==> src/rtl/exe_stage_ctrl_if.sv <==
// ----------------------------------------------------------------------------
// exe_stage_ctrl_if
// Bundles every non-clock, non-reset signal of the execute-stage controller:
//   - decode -> EXE offer    : ds_to_es_valid, ds_pc, ds_alu_op, ds_src1/2,
//                              ds_rf_src1/2, ds_dest, ds_gr_we, es_allowin
//   - EXE -> shared ALU      : alu_op, alu_src1/2, alu_rf_src1/2, alu_pc
//   - shared ALU -> EXE      : alu_result, alu_br_taken, alu_br_target
//   - EXE -> MEM handoff     : es_to_ms_valid/pc/result/dest/gr_we, ms_allowin
//   - hazard/forwarding info : es_fwd_valid, es_fwd_dest, es_fwd_ready
//   - branch redirect        : br_redirect, br_target
// modport master : the execute-stage controller itself
// modport slave  : the surrounding pipeline (decode, ALU, MEM, fetch)
// ----------------------------------------------------------------------------
interface exe_stage_ctrl_if;
    // decode -> EXE
    logic        ds_to_es_valid;
    logic        es_allowin;
    logic [31:0] ds_pc;
    logic [4:0]  ds_alu_op;
    logic [31:0] ds_src1;
    logic [31:0] ds_src2;
    logic [31:0] ds_rf_src1;
    logic [31:0] ds_rf_src2;
    logic [4:0]  ds_dest;
    logic        ds_gr_we;

    // EXE <-> ALU
    logic [4:0]  alu_op;
    logic [31:0] alu_src1;
    logic [31:0] alu_src2;
    logic [31:0] alu_rf_src1;
    logic [31:0] alu_rf_src2;
    logic [31:0] alu_pc;
    logic [31:0] alu_result;
    logic        alu_br_taken;
    logic [31:0] alu_br_target;

    // EXE -> MEM
    logic        ms_allowin;
    logic        es_to_ms_valid;
    logic [31:0] es_to_ms_pc;
    logic [31:0] es_to_ms_result;
    logic [4:0]  es_to_ms_dest;
    logic        es_to_ms_gr_we;

    // forwarding / hazard
    logic        es_fwd_valid;
    logic [4:0]  es_fwd_dest;
    logic        es_fwd_ready;

    // redirect to IF/ID
    logic        br_redirect;
    logic [31:0] br_target;

    modport master (
        input  ds_to_es_valid, ds_pc, ds_alu_op, ds_src1, ds_src2,
               ds_rf_src1, ds_rf_src2, ds_dest, ds_gr_we,
               alu_result, alu_br_taken, alu_br_target, ms_allowin,
        output es_allowin, alu_op, alu_src1, alu_src2, alu_rf_src1,
               alu_rf_src2, alu_pc, es_to_ms_valid, es_to_ms_pc,
               es_to_ms_result, es_to_ms_dest, es_to_ms_gr_we,
               es_fwd_valid, es_fwd_dest, es_fwd_ready, br_redirect, br_target
    );

    modport slave (
        output ds_to_es_valid, ds_pc, ds_alu_op, ds_src1, ds_src2,
               ds_rf_src1, ds_rf_src2, ds_dest, ds_gr_we,
               alu_result, alu_br_taken, alu_br_target, ms_allowin,
        input  es_allowin, alu_op, alu_src1, alu_src2, alu_rf_src1,
               alu_rf_src2, alu_pc, es_to_ms_valid, es_to_ms_pc,
               es_to_ms_result, es_to_ms_dest, es_to_ms_gr_we,
               es_fwd_valid, es_fwd_dest, es_fwd_ready, br_redirect, br_target
    );
endinterface

==> src/rtl/exe_stage_ctrl.sv <==
// ----------------------------------------------------------------------------
// exe_stage_ctrl
// Execute-stage controller of the single-issue pipeline. Holds the instruction
// accepted from decode, feeds the shared ALU from its stage registers, waits
// ALU_LAT cycles, then offers the result to MEM with a valid/allowin
// handshake. A taken branch raises a one-cycle redirect; any instruction
// offered by decode in that cycle is wrong-path and is swallowed.
// Ports:
//   clk    : clock, all state updates on the rising edge
//   resetn : asynchronous active-low reset
//   bus    : exe_stage_ctrl_if.master (decode offer, ALU, MEM, fwd, redirect)
// Parameter:
//   ALU_LAT : ALU cycles per instruction, 1..15
// ----------------------------------------------------------------------------
module exe_stage_ctrl #(
    parameter int ALU_LAT = 1
) (
    input  logic               clk,
    input  logic               resetn,
    exe_stage_ctrl_if.master   bus
);

    typedef enum logic [1:0] {
        ST_EMPTY = 2'd0,
        ST_EXEC  = 2'd1,
        ST_DONE  = 2'd2
    } es_state_t;

    // Counter value at which the ALU result is ready.
    localparam logic [3:0] LAT_LAST = 4'(ALU_LAT - 1);
    // Where a fresh load lands: single-cycle ALUs skip EXEC entirely.
    localparam es_state_t LOAD_STATE = (ALU_LAT == 1) ? ST_DONE : ST_EXEC;

    es_state_t   state_reg, state_next;
    logic [3:0]  lat_cnt_reg, lat_cnt_next;
    logic        br_done_reg, br_done_next;

    logic [31:0] pc_reg;
    logic [4:0]  op_reg;
    logic [31:0] src1_reg;
    logic [31:0] src2_reg;
    logic [31:0] rf_src1_reg;
    logic [31:0] rf_src2_reg;
    logic [4:0]  dest_reg;
    logic        gr_we_reg;

    logic es_valid;
    logic ready_go;
    logic es_allowin;
    logic br_redirect;
    logic load;
    logic leave;

    assign es_valid    = (state_reg != ST_EMPTY);
    assign ready_go    = (state_reg == ST_DONE);
    // br_done keeps a stalled branch from redirecting a second time.
    assign br_redirect = ready_go & bus.alu_br_taken & ~br_done_reg;
    assign es_allowin  = ~es_valid | (ready_go & bus.ms_allowin);
    // The offer in a redirect cycle is wrong-path: handshake happens, no load.
    assign load        = es_allowin & bus.ds_to_es_valid & ~br_redirect;
    assign leave       = ready_go & bus.ms_allowin;

    // ------------------------------------------------------------------
    // Next-state logic
    // ------------------------------------------------------------------
    always_comb begin
        state_next   = state_reg;
        lat_cnt_next = lat_cnt_reg;
        br_done_next = br_done_reg;

        case (state_reg)
            ST_EMPTY: begin
                if (load) begin
                    state_next   = LOAD_STATE;
                    lat_cnt_next = 4'd0;
                end
            end
            ST_EXEC: begin
                lat_cnt_next = lat_cnt_reg + 4'd1;
                if (lat_cnt_reg + 4'd1 >= LAT_LAST) begin
                    state_next = ST_DONE;
                end
            end
            ST_DONE: begin
                if (leave) begin
                    if (load) begin
                        state_next   = LOAD_STATE;
                        lat_cnt_next = 4'd0;
                    end else begin
                        state_next = ST_EMPTY;
                    end
                end
            end
            default: begin
                state_next   = ST_EMPTY;
                lat_cnt_next = 4'd0;
            end
        endcase

        if (load) begin
            br_done_next = 1'b0;
        end else if (br_redirect) begin
            br_done_next = 1'b1;
        end
    end

    // ------------------------------------------------------------------
    // Control state
    // ------------------------------------------------------------------
    always_ff @(posedge clk or negedge resetn) begin
        if (!resetn) begin
            state_reg   <= ST_EMPTY;
            lat_cnt_reg <= 4'd0;
            br_done_reg <= 1'b0;
        end else begin
            state_reg   <= state_next;
            lat_cnt_reg <= lat_cnt_next;
            br_done_reg <= br_done_next;
        end
    end

    // ------------------------------------------------------------------
    // Stage registers: capture only on an accepted load, hold otherwise so
    // the ALU inputs stay stable across stalls.
    // ------------------------------------------------------------------
    always_ff @(posedge clk or negedge resetn) begin
        if (!resetn) begin
            pc_reg      <= 32'd0;
            op_reg      <= 5'd0;
            src1_reg    <= 32'd0;
            src2_reg    <= 32'd0;
            rf_src1_reg <= 32'd0;
            rf_src2_reg <= 32'd0;
            dest_reg    <= 5'd0;
            gr_we_reg   <= 1'b0;
        end else if (load) begin
            pc_reg      <= bus.ds_pc;
            op_reg      <= bus.ds_alu_op;
            src1_reg    <= bus.ds_src1;
            src2_reg    <= bus.ds_src2;
            rf_src1_reg <= bus.ds_rf_src1;
            rf_src2_reg <= bus.ds_rf_src2;
            dest_reg    <= bus.ds_dest;
            gr_we_reg   <= bus.ds_gr_we;
        end
    end

    // ------------------------------------------------------------------
    // Outputs
    // ------------------------------------------------------------------
    assign bus.es_allowin      = es_allowin;

    assign bus.alu_op          = op_reg;
    assign bus.alu_src1        = src1_reg;
    assign bus.alu_src2        = src2_reg;
    assign bus.alu_rf_src1     = rf_src1_reg;
    assign bus.alu_rf_src2     = rf_src2_reg;
    assign bus.alu_pc          = pc_reg;

    assign bus.es_to_ms_valid  = es_valid & ready_go;
    assign bus.es_to_ms_pc     = pc_reg;
    assign bus.es_to_ms_result = bus.alu_result;
    assign bus.es_to_ms_dest   = dest_reg;
    assign bus.es_to_ms_gr_we  = gr_we_reg;

    assign bus.es_fwd_valid    = es_valid & gr_we_reg & (dest_reg != 5'd0);
    assign bus.es_fwd_dest     = dest_reg;
    assign bus.es_fwd_ready    = ready_go;

    assign bus.br_redirect     = br_redirect;
    assign bus.br_target       = bus.alu_br_target;

endmodule

==> src/flat_wrapper.sv <==
// flat-port wrapper written by rule: the top's interface ports become plain ports
module exe_stage_ctrl_flat 
#(
    parameter int ALU_LAT = 1
)
  (clk, resetn, bus_ds_to_es_valid, bus_ds_pc, bus_ds_alu_op, bus_ds_src1, bus_ds_src2, bus_ds_rf_src1, bus_ds_rf_src2, bus_ds_dest, bus_ds_gr_we, bus_alu_result, bus_alu_br_taken, bus_alu_br_target, bus_ms_allowin, bus_es_allowin, bus_alu_op, bus_alu_src1, bus_alu_src2, bus_alu_rf_src1, bus_alu_rf_src2, bus_alu_pc, bus_es_to_ms_valid, bus_es_to_ms_pc, bus_es_to_ms_result, bus_es_to_ms_dest, bus_es_to_ms_gr_we, bus_es_fwd_valid, bus_es_fwd_dest, bus_es_fwd_ready, bus_br_redirect, bus_br_target);
  exe_stage_ctrl_if bus_i ();
  input  logic clk;
  input  logic resetn;
  input wire logic [$bits(bus_i.ds_to_es_valid)-1:0] bus_ds_to_es_valid;
  input wire logic [$bits(bus_i.ds_pc)-1:0] bus_ds_pc;
  input wire logic [$bits(bus_i.ds_alu_op)-1:0] bus_ds_alu_op;
  input wire logic [$bits(bus_i.ds_src1)-1:0] bus_ds_src1;
  input wire logic [$bits(bus_i.ds_src2)-1:0] bus_ds_src2;
  input wire logic [$bits(bus_i.ds_rf_src1)-1:0] bus_ds_rf_src1;
  input wire logic [$bits(bus_i.ds_rf_src2)-1:0] bus_ds_rf_src2;
  input wire logic [$bits(bus_i.ds_dest)-1:0] bus_ds_dest;
  input wire logic [$bits(bus_i.ds_gr_we)-1:0] bus_ds_gr_we;
  input wire logic [$bits(bus_i.alu_result)-1:0] bus_alu_result;
  input wire logic [$bits(bus_i.alu_br_taken)-1:0] bus_alu_br_taken;
  input wire logic [$bits(bus_i.alu_br_target)-1:0] bus_alu_br_target;
  input wire logic [$bits(bus_i.ms_allowin)-1:0] bus_ms_allowin;
  output wire logic [$bits(bus_i.es_allowin)-1:0] bus_es_allowin;
  output wire logic [$bits(bus_i.alu_op)-1:0] bus_alu_op;
  output wire logic [$bits(bus_i.alu_src1)-1:0] bus_alu_src1;
  output wire logic [$bits(bus_i.alu_src2)-1:0] bus_alu_src2;
  output wire logic [$bits(bus_i.alu_rf_src1)-1:0] bus_alu_rf_src1;
  output wire logic [$bits(bus_i.alu_rf_src2)-1:0] bus_alu_rf_src2;
  output wire logic [$bits(bus_i.alu_pc)-1:0] bus_alu_pc;
  output wire logic [$bits(bus_i.es_to_ms_valid)-1:0] bus_es_to_ms_valid;
  output wire logic [$bits(bus_i.es_to_ms_pc)-1:0] bus_es_to_ms_pc;
  output wire logic [$bits(bus_i.es_to_ms_result)-1:0] bus_es_to_ms_result;
  output wire logic [$bits(bus_i.es_to_ms_dest)-1:0] bus_es_to_ms_dest;
  output wire logic [$bits(bus_i.es_to_ms_gr_we)-1:0] bus_es_to_ms_gr_we;
  output wire logic [$bits(bus_i.es_fwd_valid)-1:0] bus_es_fwd_valid;
  output wire logic [$bits(bus_i.es_fwd_dest)-1:0] bus_es_fwd_dest;
  output wire logic [$bits(bus_i.es_fwd_ready)-1:0] bus_es_fwd_ready;
  output wire logic [$bits(bus_i.br_redirect)-1:0] bus_br_redirect;
  output wire logic [$bits(bus_i.br_target)-1:0] bus_br_target;
  assign bus_i.ds_to_es_valid = bus_ds_to_es_valid;
  assign bus_i.ds_pc = bus_ds_pc;
  assign bus_i.ds_alu_op = bus_ds_alu_op;
  assign bus_i.ds_src1 = bus_ds_src1;
  assign bus_i.ds_src2 = bus_ds_src2;
  assign bus_i.ds_rf_src1 = bus_ds_rf_src1;
  assign bus_i.ds_rf_src2 = bus_ds_rf_src2;
  assign bus_i.ds_dest = bus_ds_dest;
  assign bus_i.ds_gr_we = bus_ds_gr_we;
  assign bus_i.alu_result = bus_alu_result;
  assign bus_i.alu_br_taken = bus_alu_br_taken;
  assign bus_i.alu_br_target = bus_alu_br_target;
  assign bus_i.ms_allowin = bus_ms_allowin;
  assign bus_es_allowin = bus_i.es_allowin;
  assign bus_alu_op = bus_i.alu_op;
  assign bus_alu_src1 = bus_i.alu_src1;
  assign bus_alu_src2 = bus_i.alu_src2;
  assign bus_alu_rf_src1 = bus_i.alu_rf_src1;
  assign bus_alu_rf_src2 = bus_i.alu_rf_src2;
  assign bus_alu_pc = bus_i.alu_pc;
  assign bus_es_to_ms_valid = bus_i.es_to_ms_valid;
  assign bus_es_to_ms_pc = bus_i.es_to_ms_pc;
  assign bus_es_to_ms_result = bus_i.es_to_ms_result;
  assign bus_es_to_ms_dest = bus_i.es_to_ms_dest;
  assign bus_es_to_ms_gr_we = bus_i.es_to_ms_gr_we;
  assign bus_es_fwd_valid = bus_i.es_fwd_valid;
  assign bus_es_fwd_dest = bus_i.es_fwd_dest;
  assign bus_es_fwd_ready = bus_i.es_fwd_ready;
  assign bus_br_redirect = bus_i.br_redirect;
  assign bus_br_target = bus_i.br_target;
  exe_stage_ctrl #(.ALU_LAT(ALU_LAT)) u_core (.clk(clk), .resetn(resetn), .bus(bus_i));
endmodule
==> config.mk <==
export PLATFORM = sky130hd
export DESIGN_NAME = exe_stage_ctrl_flat
export DESIGN_NICKNAME = d
export VERILOG_FILES = /design/src/rtl/exe_stage_ctrl_if.sv /design/src/rtl/exe_stage_ctrl.sv /design/src/flat_wrapper.sv
export SDC_FILE = /design/constraint.sdc
export NUM_CORES = 1
export LEC_CHECK = 0
export BUFFER_PORTS_ARGS = -buffer_cell sky130_fd_sc_hd__buf_2
export CAP_MARGIN = 5
export CORE_AREA = 2 2 198 200
export CTS_BUF_LIST = sky130_fd_sc_hd__clkbuf_4 sky130_fd_sc_hd__clkbuf_8
export CTS_CLUSTER_SIZE = 20
export DETAILED_ROUTE_END_ITERATION = 6
export DIE_AREA = 0 0 200 202
export PLACE_DENSITY = 0.42
export RECOVER_POWER = 100
export SETUP_SLACK_MARGIN = 0.02
export SYNTH_ARGS = -nofsm -noshare
export SYNTH_HDL_FRONTEND = slang
export SYNTH_SLANG_ARGS = --single-unit
==> constraint.sdc <==
create_clock -name clk -period 1.6 [get_ports clk]
set_input_delay 0.24 -clock clk [delete_from_list [all_inputs] [get_ports clk]]
set_output_delay 0.24 -clock clk [all_outputs]
set_load 0.01 [all_outputs]
==> results of run 1 <==
## logic make-up (layout without fill, tap and decap cells)
group	after synthesis	after routing	synth area share [%]
DFF	173	173	57.13
buffers and inverters	122	651	12.63
and+or+nand+nor	7	7	0.5451
AOI/OAI and AO/OA	3	3	0.3632
muxes	171	171	29.33
## per-stage QoR
step | power, mW | area (µm²)
2_1_floorplan | 8.880 | 7577
3_3_place_gp | 10.52 | 9638
3_5_place_dp | 10.51 | 9638
4_1_cts | 14.17 | 11830
5_1_grt | 15.31 | 12340
6_report | 14.42 | 12340
## placed cells by master (no fill, tap or decap), drive strengths merged, types with 2 or more instances in the layout
master,netlist,final
inv,1,2
dlygate4sd3,0,172
nor2,2,2
dfrtp,173,173
mux2,171,171
clkbuf,0,247
buf,121,222
clkinv,0,6
## worst reg2reg max path: stages (launching register included)
cell and delay (ns):
dfrtp_1 0.40, buf_6 0.12, o22ai_4 0.12, clkbuf_4 0.29, clkbuf_16 0.25, clkbuf_16 0.17, mux2_4 0.29
## metal layers
layer	track usage (%)	vias up	share of wire, %
met1	11.02	2795	39
li1	-	2554	-
met2	19.18	280	50
met5	0	-	0
met4	5.476	0	3.4
met3	3.905	61	7.2
## cell usage after synthesis, types with 2 or more instances
cell type | n | share of area, %
buf_4 | 102 | 10
mux2_2 | 92 | 14
buf_6 | 2 | 0.30
nor2_1 | 2 | 0.099
buf_8 | 8 | 1.6
buf_2 | 9 | 0.59
mux2_4 | 79 | 16
dfrtp_1 | 173 | 57
## worst min-delay path by stage
stage / endpoint / from
after CTS: u_core.state_reg[1] / bus_ms_allowin
after global placement: u_core.bus.alu_rf_src1[13] / resetn
after global routing: u_core.state_reg[1] / bus_ms_allowin
final: u_core.state_reg[1] / bus_ms_allowin
after detailed placement: u_core.bus.alu_rf_src1[8] / resetn
after floorplan: u_core.br_done_reg / resetn
## final cells by class
class | count | share of cell area [%]
Timing Repair Buffer | 619 | 35.22
Sequential cell | 173 | 35.08
Multi-Input combinational cell | 181 | 21.36
Tap cell | 518 | 5.251
Clock buffer | 22 | 2.352
Clock inverter | 9 | 0.7097
Inverter | 1 | 0.03041
## power by group
| group | total (mW) | internal, mW | switching (mW) | leakage (nW) |
|---|---|---|---|---|
| Clock | 3.10 | 1.39 | 1.72 | 0.196 |
| Sequential | 6.11 | 5.41 | 0.697 | 2.02 |
| Combinational | 5.20 | 2.98 | 2.22 | 3.50 |
| Total | 14.4 | 9.78 | 4.64 | 5.71 |
## timing repair
action	CTS	global route
buffers inserted	4	6
pin swaps	2	0
endpoints found under the hold margin	202	0
resized for setup	15	111
hold buffers	172	0
gates cloned	0	16
setup endpoints to repair	3	160
==> impl_metrics.env, run 1 <==
export IMPL_grt_max_degree=40
export IMPL_tightest_slew_ns=1.257
export IMPL_violations="negative setup slack"
export IMPL_synth_seq_cells=173
export IMPL_fin_setup_tns_ns=-19.22
export IMPL_grt_pass1_vias=6132
export IMPL_outcome="complete, but fails checks"
export IMPL_setup_ws_ns=-0.2886
export IMPL_r2r_setup_slack_ns=-0.17
export IMPL_grt_ovfl_total=0
export IMPL_holdPathStages=3
export IMPL_ant_nets=0
export IMPL_crit_type="flop to primary output"
export IMPL_synth_warnings=0
export IMPL_core_region_area_mm2=0.03829
export IMPL_worst_path_max_fanout=2
export IMPL_synth_distinct_cells=17
export IMPL_cts_tree="built"
export IMPL_cts_root_buffer="clkbuf_8"
export IMPL_instances_no_fill=1523
export IMPL_synthCells=476
export IMPL_ys_flop_type="dfrtp_1"
export IMPL_yosysSeqAreaShare_pct=57.13
export IMPL_r2r_end="u_core.bus.alu_pc[2]"
export IMPL_slowest_delay_ns=0.39
export IMPL_fmax_mhz=529.5
export IMPL_hold_violations=0
export IMPL_r2r_start="u_core.state_reg[1]"
export IMPL_cp_required_ns=1.36
export IMPL_dieArea_mm2=0.04040
export IMPL_syn2layout_area_growth_pct=62.88
export IMPL_worst_path_max_delay_cell="dfrtp_1"
export IMPL_syn_area_mm2=0.007577
export IMPL_initial_core_util_pct=19.79
export IMPL_antenna_found_initial=0
export IMPL_crit_family="flip-flops"
export IMPL_drive_above_1_share_pct=44.48
export IMPL_via_per_inst=3.736
export IMPL_syn_nets=716
export IMPL_rows=72
export IMPL_nets=1233
export IMPL_end_kind="primary output"
export IMPL_fillers=3884
export IMPL_cp_start_kind="flop"
export IMPL_diodes=0
export IMPL_fin_skew_ns=0.01893
export IMPL_worstHoldPathType="input pin to flop"
export IMPL_gp_congestion=0.7131
export IMPL_drv_slew=0
export IMPL_cts_buffers=17
export IMPL_finalSetupViolations=174
export IMPL_relSlewSlack_pct=16.22
export IMPL_hold_ws_ns=0.07155
export IMPL_regArea_mm2=0.004329
export IMPL_grt_pass1_wl_um=33000
export IMPL_num_vias=5690
export IMPL_port_buffers=388
export IMPL_dr_pass1_iters=4
export IMPL_rsz0062_at_grt="true"
export IMPL_first_iter_violations=98
export IMPL_drcViolationCount=0
export IMPL_path_buf_inv=1
export IMPL_post_drt_wl_per_cell_um=16.11
export IMPL_path_clk_slew_ns=0.09
export IMPL_power_leakage_nw=5.712
export IMPL_cts_sinks=173
export IMPL_fin_util_pct=32.24
export IMPL_die_y_um=202
export IMPL_arrival_ns=1.65
export IMPL_synth_edf_count=0
export IMPL_grt_usage_pct=10.78
export IMPL_reg2reg_depth=6
export IMPL_power_density_mw_per_mm2=1168
export IMPL_min_period_over_period_pct=118.0
export IMPL_die_x_um=200
export IMPL_io_pins=517
export IMPL_drv_cap=0
export IMPL_routed_wl_um=24530
export IMPL_peakVddDrop_v=0.0005283
export IMPL_path_cells="or3_1 -> o311a_1 -> buf_2"
export IMPL_insertion_delay_ns=0.49
export IMPL_crit_cells=3
export IMPL_pre_cts_slack_ns=-0.03206
export IMPL_place_inst=1294
export IMPL_async_flop_share_pct=100.0
export IMPL_syn_avg_cell_area_um2=15.92
export IMPL_startpoint="u_core.bus.es_fwd_dest[0]"
export IMPL_crit_end="bus_es_fwd_valid"
export IMPL_hpwl_um=15600
export IMPL_clock_path_buffers=2
export IMPL_fin_crit_ns=1.889
export IMPL_multiInputGateArea_mm2=0.002636
export IMPL_h_tree_depth=4
Note: power is estimated with default switching activity, not from simulation.
==> run 2: changes to the inputs <==
--- a/config.mk
+++ b/config.mk
@@ -7,11 +7,11 @@
 export LEC_CHECK = 0
 export BUFFER_PORTS_ARGS = -buffer_cell sky130_fd_sc_hd__buf_2
 export CAP_MARGIN = 5
-export CORE_AREA = 2 2 198 200
+export CORE_AREA = 2 2 200 202
 export CTS_BUF_LIST = sky130_fd_sc_hd__clkbuf_4 sky130_fd_sc_hd__clkbuf_8
 export CTS_CLUSTER_SIZE = 20
 export DETAILED_ROUTE_END_ITERATION = 6
-export DIE_AREA = 0 0 200 202
+export DIE_AREA = 0 0 202 204
 export PLACE_DENSITY = 0.42
 export RECOVER_POWER = 100
 export SETUP_SLACK_MARGIN = 0.02
==> constraint.sdc (replaced) <==
create_clock -name clk -period 2.4 [get_ports clk]
set_input_delay 0.36 -clock clk [delete_from_list [all_inputs] [get_ports clk]]
set_output_delay 0.36 -clock clk [all_outputs]
set_load 0.01 [all_outputs]
==> run 2 against run 1 <==
Critical path type is now flop to flop; power down 42%; sequential share of layout area up 12 points; largest power group unchanged; clock power down 35%; first-iteration DRC count down 8.2%; the run now ends clean; worst hold slack worse by 0.014 ns; global-route usage down 1.1 points; critical endpoint is now u_core.bus.alu_src2[15].
==> impl_metrics.env, run 2 (synthesis gave the netlist of run 1 again) <==
export IMPL_outcome="complete, no violations"
export IMPL_hpwl_um=15290
export IMPL_end_kind="flop"
export IMPL_path_cells="o22ai_1 -> buf_12 -> clkbuf_1 -> mux2_2"
export IMPL_setup_ws_ns=0.2268
export IMPL_grt_pass1_vias=4885
export IMPL_fin_skew_ns=0.01434
export IMPL_crit_family="buffers and inverters"
export IMPL_worstHoldPathType="input pin to flop"
export IMPL_post_drt_wl_per_cell_um=15.24
export IMPL_worst_path_max_delay_cell="clkbuf_1"
export IMPL_cp_required_ns=2.81
export IMPL_routed_wl_um=20150
export IMPL_die_y_um=204
export IMPL_peakVddDrop_v=0.0003609
export IMPL_drcViolationCount=0
export IMPL_r2r_setup_slack_ns=0.23
export IMPL_via_per_inst=3.542
export IMPL_nets=1022
export IMPL_cts_resized=0
export IMPL_power_leakage_nw=3.973
export IMPL_die_x_um=202
export IMPL_hold_path_startpoint="bus_ds_dest[3]"
export IMPL_arrival_ns=2.58
export IMPL_final_cell_mix="218 x clkbuf_1, 174 x buf_2, 173 x dfrtp_1, 92 x mux2_2, 70 x mux2_1"
export IMPL_fmax_mhz=460.2
export IMPL_hold_ws_ns=0.05775
export IMPL_reg2reg_depth=4
export IMPL_hold_violations=0
export IMPL_grt_usage_pct=9.698
export IMPL_insertion_delay_ns=0.51
export IMPL_hold_end="u_core.bus.es_fwd_dest[3]"
export IMPL_first_iter_violations=90
export IMPL_final_common_cell="clkbuf_1"
export IMPL_drive_above_1_share_pct=40.25
export IMPL_post_cts_setup_buffers=0
export IMPL_min_period_over_period_pct=90.55
export IMPL_tightest_slew_ns=1.471
export IMPL_port_buffers=388
export IMPL_fin_crit_ns=2.173
export IMPL_path_clk_slew_ns=0.10
export IMPL_clock_path_buffers=2
export IMPL_holdPathStages=2
export IMPL_crit_type="flop to flop"
export IMPL_finalSetupViolations=0
export IMPL_rsz0062_at_grt="false"
export IMPL_h_tree_depth=4
export IMPL_cp_start_kind="flop"
export IMPL_grt_pass1_wl_um=29590
export IMPL_cts_buffers=17
export IMPL_grt_ovfl_total=0
export IMPL_cts_hold_buf=4
export IMPL_antenna_found_initial=2
export IMPL_cts_root_buffer="clkbuf_8"
export IMPL_initial_core_util_pct=19.34
export IMPL_cts_sinks=173
export IMPL_drv_cap=0
export IMPL_relSlewSlack_pct=1.902
export IMPL_path_buf_inv=2
export IMPL_io_pins=517
export IMPL_total_power_mw=8.338
export IMPL_core_region_area_mm2=0.03918
export IMPL_gp_congestion=0.7208
export IMPL_r2r_start="u_core.state_reg[1]"
export IMPL_num_vias=4683
export IMPL_dieArea_mm2=0.04121
export IMPL_fin_setup_tns_ns=0
export IMPL_drv_slew=0
export IMPL_syn2layout_area_growth_pct=22.37
export IMPL_r2r_end="u_core.bus.alu_src2[15]"
export IMPL_power_density_mw_per_mm2=899.2
export IMPL_rows=73
export IMPL_dr_pass1_iters=3
export IMPL_grt_max_degree=54
export IMPL_slowest_delay_ns=0.50
export IMPL_pre_cts_slack_ns=0.5187
export IMPL_cts_tree="built"
export IMPL_worst_path_max_fanout=22
export IMPL_ant_nets=0
==> run 2: cell types whose count changed in the layout (fill, tap and decap cells not counted), sizes merged <==
cell         before  now
buf             222  181
clkbuf          247  242
clkinvlp          1    3
diode             0    2
dlygate4sd3     172    4
inv               2    4
==> run 2: per-layer routing <==
metal  track usage (%)  vias to the layer above  part of all wire, %
met3             4.496                       51                  9.3
met4             4.858                        0                  2.9
li1                  -                     2127                    -
met2             16.59                      253                   52
met5                 0                        -                    0
met1             9.999                     2252                   36
==> run 2: metrics by stage <==
stage               utilization, %  area, µm²  instances
finish                       23.66       9273       1322
global route                 23.66       9273       1322
CTS                          25.15       9856       1320
detailed placement           24.10       9444       1284
global placement             24.10       9444       1284
floorplan                        -       7577        476
==> run 2: layout make-up <==
class / count / area, µm²
Fill cell: 4324 / 29910
Sequential cell: 173 / 4329
Multi-Input combinational cell: 181 / 2022
Timing Repair Buffer: 408 / 1884
Tap cell: 525 / 656.9
Clock buffer: 19 / 255.2
Clock inverter: 13 / 116.4
Antenna cell: 2 / 5.005
Inverter: 1 / 3.754
==> run 2: worst max-delay path by stage <==
stage / start / to / slack (ns) / depth (start not counted)
final: u_core.state_reg[1] / u_core.bus.alu_src2[15] / 0.23 / 4
after global routing: u_core.state_reg[1] / u_core.bus.alu_rf_src2[6] / 0.09 / 4
after CTS: u_core.bus.es_fwd_dest[1] / bus_es_fwd_valid / 0.15 / 3
after detailed placement: bus_alu_br_taken / u_core.bus.alu_src1[21] / 0.52 / 6
after global placement: bus_alu_br_taken / u_core.bus.alu_src1[21] / 0.53 / 6
after floorplan: u_core.state_reg[1] / u_core.bus.alu_op[3] / 0.89 / 5
==> run 2: power breakdown <==
part | internal [mW] | switching (mW) | leakage (nW)
logic | 1.05 | 1.25 | 1.77
registers | 3.61 | 0.423 | 2.02
clock network | 0.861 | 1.15 | 0.186
total | 5.52 | 2.82 | 3.97
